### src/rtl/fsk_pkg.sv
// Shared types and helpers for the FSK modulator: symbol FSM states and tone half-period math.
// Counter width is sized to hold a full symbol length at any practical clock rate.
package fsk_pkg;

    typedef enum logic {
        IDLE = 1'b0,
        SEND = 1'b1
    } fsk_state_t;

    localparam int unsigned CNT_W = 32;

    function automatic int unsigned half_period_ticks(input int unsigned clock_hz,
                                                      input int unsigned tone_hz);
        return clock_hz / (2 * tone_hz);
    endfunction

endpackage

### src/rtl/fsk_half_period_counter.sv
// Half-period timer: strobes o_toggle on the cycle the count reaches i_half-1, then wraps.
// Latency: first strobe i_half enabled cycles after i_load; i_load wins over a coincident strobe.
module fsk_half_period_counter
    import fsk_pkg::*;
(
    input  logic             clock,
    input  logic             clear,
    input  logic [CNT_W-1:0] i_half,
    input  logic             i_load,
    input  logic             i_en,
    output logic             o_toggle
);

    logic [CNT_W-1:0] r_cnt;
    logic             w_wrap;

    assign w_wrap   = (r_cnt == i_half - CNT_W'(1));
    assign o_toggle = i_en && !i_load && w_wrap;

    always_ff @(posedge clock or negedge clear) begin
        if (!clear) begin
            r_cnt <= '0;
        end else if (i_load) begin
            r_cnt <= '0;
        end else if (i_en) begin
            r_cnt <= w_wrap ? '0 : r_cnt + CNT_W'(1);
        end
    end

endmodule

### src/rtl/fsk_modulator.sv
// Square-wave FSK of a valid/ready bit stream, one symbol per BIT_TICKS cycles; bit_ready is combinational.
// Back-to-back symbols need no idle cycle; enable=0 freezes everything. FSK_MODULATOR_STATS_EN adds tone-cycle counters.
module fsk_modulator
    import fsk_pkg::*;
#(
    parameter int unsigned FREQUENCY0      = 9000,
    parameter int unsigned FREQUENCY1      = 11000,
    parameter int unsigned BIT_RATE        = 1000,
    parameter int unsigned CLOCK_FREQUENCY = 50000000
) (
    input  logic        clock,
    input  logic        clear,
    input  logic        enable,
    input  logic        bit_data,
    input  logic        bit_valid,
    output logic        bit_ready,
    output logic        fsk_out,
    output logic        busy,
    output logic [31:0] f0_ticks,
    output logic [31:0] f1_ticks
);

    localparam int unsigned HALF0     = half_period_ticks(CLOCK_FREQUENCY, FREQUENCY0);
    localparam int unsigned HALF1     = half_period_ticks(CLOCK_FREQUENCY, FREQUENCY1);
    localparam int unsigned BIT_TICKS = CLOCK_FREQUENCY / BIT_RATE;

    localparam logic [CNT_W-1:0] HALF0_W  = CNT_W'(HALF0);
    localparam logic [CNT_W-1:0] HALF1_W  = CNT_W'(HALF1);
    localparam logic [CNT_W-1:0] BIT_LAST = CNT_W'(BIT_TICKS - 1);

    generate
        if (FREQUENCY1 <= FREQUENCY0) begin : g_bad_freq
            $fatal(1, "fsk_modulator: FREQUENCY1 must be greater than FREQUENCY0");
        end
        if (HALF1 < 2) begin : g_bad_half1
            $fatal(1, "fsk_modulator: HALF1 must be at least 2 clock cycles");
        end
        if (BIT_TICKS < 2 * HALF0) begin : g_bad_bit
            $fatal(1, "fsk_modulator: a symbol must span at least one full FREQUENCY0 period");
        end
    endgenerate

    fsk_state_t       r_state;
    fsk_state_t       w_state_nxt;
    logic [CNT_W-1:0] r_bit_cnt;
    logic             r_cur_bit;
    logic             r_fsk;
    logic             w_bit_end;
    logic             w_run;
    logic             w_accept;
    logic             w_toggle;
    logic [CNT_W-1:0] w_half;

    assign w_bit_end = (r_bit_cnt == BIT_LAST);
    assign w_run     = enable && (r_state == SEND);
    assign w_accept  = bit_valid && bit_ready;
    assign w_half    = r_cur_bit ? HALF1_W : HALF0_W;
    assign fsk_out   = r_fsk;

    always_ff @(posedge clock or negedge clear) begin
        if (!clear) begin
            r_state <= IDLE;
        end else begin
            r_state <= w_state_nxt;
        end
    end

    always_comb begin
        w_state_nxt = r_state;
        if (enable) begin
            case (r_state)
                IDLE:    if (bit_valid) w_state_nxt = SEND;
                SEND:    if (w_bit_end) w_state_nxt = bit_valid ? SEND : IDLE;
                default: w_state_nxt = IDLE;
            endcase
        end
    end

    always_comb begin
        busy      = (r_state == SEND);
        bit_ready = enable && ((r_state == IDLE) || w_bit_end);
    end

    always_ff @(posedge clock or negedge clear) begin
        if (!clear) begin
            r_bit_cnt <= '0;
            r_cur_bit <= 1'b0;
        end else if (w_accept) begin
            r_bit_cnt <= '0;
            r_cur_bit <= bit_data;
        end else if (w_run) begin
            r_bit_cnt <= w_bit_end ? '0 : r_bit_cnt + CNT_W'(1);
        end
    end

    // The output level carries across symbols and idle; only a half-period strobe may flip it.
    always_ff @(posedge clock or negedge clear) begin
        if (!clear) begin
            r_fsk <= 1'b0;
        end else if (w_toggle) begin
            r_fsk <= ~r_fsk;
        end
    end

    fsk_half_period_counter u_half (
        .clock    (clock),
        .clear    (clear),
        .i_half   (w_half),
        .i_load   (w_accept),
        .i_en     (w_run),
        .o_toggle (w_toggle)
    );

`ifdef FSK_MODULATOR_STATS_EN
    logic [31:0] r_f0_ticks;
    logic [31:0] r_f1_ticks;

    always_ff @(posedge clock or negedge clear) begin
        if (!clear) begin
            r_f0_ticks <= '0;
            r_f1_ticks <= '0;
        end else if (w_run) begin
            if (!r_cur_bit && (r_f0_ticks != '1)) r_f0_ticks <= r_f0_ticks + 32'd1;
            if (r_cur_bit && (r_f1_ticks != '1))  r_f1_ticks <= r_f1_ticks + 32'd1;
        end
    end

    assign f0_ticks = r_f0_ticks;
    assign f1_ticks = r_f1_ticks;
`else
    assign f0_ticks = '0;
    assign f1_ticks = '0;
`endif

endmodule

### config.mk
export PLATFORM = sky130hd
export DESIGN_NAME = fsk_modulator
export DESIGN_NICKNAME = d
export VERILOG_FILES = /design/src/rtl/fsk_pkg.sv /design/src/rtl/fsk_half_period_counter.sv /design/src/rtl/fsk_modulator.sv
export SDC_FILE = /design/constraint.sdc
export NUM_CORES = 1
export LEC_CHECK = 0
export ABC_AREA = 1
export BUFFER_PORTS_ARGS = -buffer_cell sky130_fd_sc_hd__buf_2
export CAP_MARGIN = 20
export CORE_AREA = 2 2 121 111
export CTS_BUF_LIST = sky130_fd_sc_hd__clkbuf_8
export CTS_CLUSTER_SIZE = 30
export DETAILED_ROUTE_END_ITERATION = 16
export DIE_AREA = 0 0 123 113
export HOLD_SLACK_MARGIN = 0.02
export PLACE_DENSITY_LB_ADDON = 0.25
export RECOVER_POWER = 100
export SLEW_MARGIN = 15
export SYNTH_ARGS = -nofsm -noshare
export SYNTH_HDL_FRONTEND = slang
export SYNTH_HIERARCHICAL = 1
export SYNTH_SLANG_ARGS = --single-unit
### constraint.sdc
create_clock -name clock -period 3.7 [get_ports clock]
set_input_delay 0.185 -clock clock [delete_from_list [all_inputs] [get_ports clock]]
set_output_delay 0.185 -clock clock [all_outputs]
set_load 0.02 [all_outputs]
==> impl_results.md <==
* First-pass GRT wire length at 26.7 mm
* Ant diodes at 0
* Worst-Skew Late Latency at 0.35 ns
* Min Clock Period, post-route at 3.03 ns
* Area added between synthesis and finish at 3.87%
* Synthesized area at 6930 um2
* Initial Util at 55.0%
* Post-CTS Resized at 0
* Seq cells post-synth at 67
* Top cell type by total area after synthesis: dfrtp_1
* Clk sinks at 67
* Drt via density at 4.75
* Worst hold path type: primary input to register
* Critical Path Sink Type: register
* R2R Setup Slk at 0.67 ns
* Slew @ Worst Pin at 2.52 ns
* Crit-path slowest cell: clkinvlp_2
* Sw Ratio at 34.3%
* PwrDens at 280 nW/um2
* Worst Setup EP: r_bit_cnt[31]
* Total track usage at 24.0%
* Internal power at 0.00132 W
* CP Data Required Time at 3.95 ns
* I/O Buffers at 7
* Vias at 6,411
* TritonCTS clock tree: done
* Std cell rows at 39
* Asr flop ratio synth at 100%
* Wire per inst at 11.9 um
* Ratio of cells with drive above 1 in the final layout at 5.82%
* Post-Route Setup TNS at 0 ns
* Failing checks: capacitance limit, slew limit
* CTS root buffer: clkbuf_8
* Ys Warns at 6
* Final worst-path cycle share at 82.0%
* Status: complete, but fails checks
* Register area share after synthesis at 24.2%
* Gate power share at 22.0%
* Switch Pwr at 0.000690 W
* Post-synth top flop: dfrtp_1
* Drt pass-1 iters at 5
* Largest net degree at the start of global routing at 47
* Power Total at 0.00201 W
* Cell Chain, Critical Path: ha_1, nand2_1, nor2_1, nand3_2, nor2_1, nand2_1, nand2_1, clkinvlp_2, nand3_1, nand2_1
* Synth Instances at 1,100
* Final Hold Viols at 0
* Top-area cell type share of the netlist area at 24.2%
* Layout fillers at 1,317
* Congestion Overflow GR at 0
* Worst Hold Depth at 3
* Critical path launch point type: register
* H-tree depth at 3
* Core ar. at 12,600 um2
* Clock slew at reported path FFs at 0.08 ns
* Clk pwr share at 35.4%
* Part of the power in registers at 42.6%
* Worst r2r dst: r_bit_cnt[31]
* RSZ-0062 raised after global routing: false
* Crit-path most repeated cell: nand2_1
* CP Data Arrival Time at 3.28 ns
* Reg-to-reg startpoint: r_bit_cnt[0]
* Average size of a mapped cell at 6.30 um2
* Final ANT Viol Nets at 0
* Initial antenna violation count at 0
* Clock Tree Buf Depth at 2
* Die X-Extent at 123 um
* Worst Setup SP: r_bit_cnt[0]
* # setup viols final at 0
* Vias in the first global route at 5,643
* Fin. max-slew vios at 47
* Final-stage net count at 1,188
* Worst reg2reg path depth at 10
* Die height at 113 um
* Final Util at 57.1%
* Drc violations at 0
* DRT iter0 DRCs at 611
* Worst ir drop on vdd at 206 uV
* WS Path Type: register to register
* Crit Path Max Fanout at 13
* Top post-synthesis cells by area: dfrtp_1 24%, nand2_1 19%, nor2_1 7.4%
* Final HPWL DP at 12.3 mm
* WL final at 16.1 mm
* Normalized max-slew margin at -67.7%
* Post-synth EDFFs at 0
* Final setup skew at 0.0169 ns
* Number of I/O pins at 72
* TritonCTS buffer count at 9
* Post-synth cell types at 39
* GPL Wtd Cong at 0.953
* Leakage power at 3.93 nW
* Die area at 13,900 um2
* Max Cap Viol at 1
* Max Clk Rate at 330 MHz
* Max incr delay on CP at 0.58 ns
power by group through the flow:
stage | Sequential [W] | Clock [W] | Combinational, W
2_1_floorplan | 0.000848 | 0 | 0.000438
3_3_place_gp | 0.000868 | 0 | 0.000452
3_5_place_dp | 0.000870 | 0 | 0.000455
4_1_cts | 0.000855 | 0.000723 | 0.000457
5_1_grt | 0.000865 | 0.000746 | 0.000510
6_report | 0.000857 | 0.000712 | 0.000443
sequential cells by signal (all words and copies together) (netlist names):
register      count
busy              1
fsk_out           1
r_bit_cnt        32
r_cur_bit         1
u_half/r_cnt     32
worst max-delay path, delay by kind of cell, from the launching register on:
family | cells | cell delay (ns)
simple gates | 8 | 1.76
buf+inv | 1 | 0.58
flops | 1 | 0.40
fa+ha+maj | 1 | 0.17
metrics by stage:
stage | hold slack, ns | setup slack, ns | instances | cell area (um2)
after global placement | 0.435 | 0.937 | 1332 | 7130
after CTS | 0.0454 | 0.833 | 1348 | 7360
final | 0.122 | 0.666 | 1349 | 7190
after global routing | 0.113 | 0.352 | 1349 | 7190
after floorplan | -0.111 | 1.34 | 1242 | 7460
after detailed placement | 0.443 | 0.856 | 1332 | 7130
final cells by class:
| type | instances | area [um2] | share of cell area [%] |
|---|---|---|---|
| clock buffers | 10 | 138 | 1.91 |
| clock inverters | 6 | 88.8 | 1.23 |
| inverters | 135 | 508 | 7.06 |
| multi-input cells | 955 | 4510 | 62.7 |
| flip-flops and latches | 67 | 1680 | 23.3 |
| well taps | 164 | 205 | 2.85 |
| repair buffers | 12 | 67.6 | 0.939 |
kinds of logic (layout without fill, tap and decap cells):
| family | after synthesis | in the layout | synth area share, % |
|---|---|---|---|
| compound gates | 52 | 52 | 4.55 |
| fa+ha+maj | 3 | 3 | 0.542 |
| flops | 67 | 67 | 24.2 |
| xor+xnor | 71 | 71 | 9.18 |
| buf+inv | 220 | 163 | 16.1 |
| simple gates | 685 | 685 | 45.3 |
| other cells | 2 | 144 | 0.108 |
cells in the final DEF (no fill, tap or decap), types with 18 or more instances in the layout:
cell type	count
nand2_1	364
xnor2_1	18
dfrtp_1	67
o21ai_0	29
xor2_1	52
nand3_1	87
nand4_1	23
nor2_1	138
conb_1	144
inv_1	133
synthesized netlist by cell type, types with 2 or more instances:
cell and count:
a21oi_1 14, buf_2 5, buf_4 64, buf_6 3, clkbuf_1 12, conb_1 2, dfrtp_1 67, ha_1 3
inv_1 132, inv_2 2, nand2_1 359, nand2_2 9, nand2_4 2, nand3_1 68, nand3_2 23, nand3b_1 14
nand4_1 23, nor2_1 137, nor2_2 17, nor2_4 8, nor2_8 2, nor3_1 15, nor3_2 2, nor4_1 3
o21ai_0 19, o21ai_1 4, o21ai_2 10, or2_2 2, xnor2_1 18, xor2_1 52
routing by layer:
metal,vias to the layer above,routed length [um],GRT usage [%]
li1,3357,-,-
met1,2835,7830,35.5
met2,199,6940,36.2
met3,20,1040,3.48
met4,0,285,6.97
met5,-,0,0
worst min-delay path by stage:
stage	start	to	slack, ns
final	bit_data	r_cur_bit	0.12
after global routing	bit_data	r_cur_bit	0.11
after CTS	clear	r_bit_cnt[21]	0.05
after detailed placement	clear	r_bit_cnt[21]	0.44
after global placement	clear	r_bit_cnt[21]	0.44
after floorplan	clear	busy	-0.11
what timing repair did:
action,4_1_cts,5_1_grt
hold buffers,0,1
hold endpoints to repair,0,45
setup buffers,0,0
(Power assumes the default switching activity.)
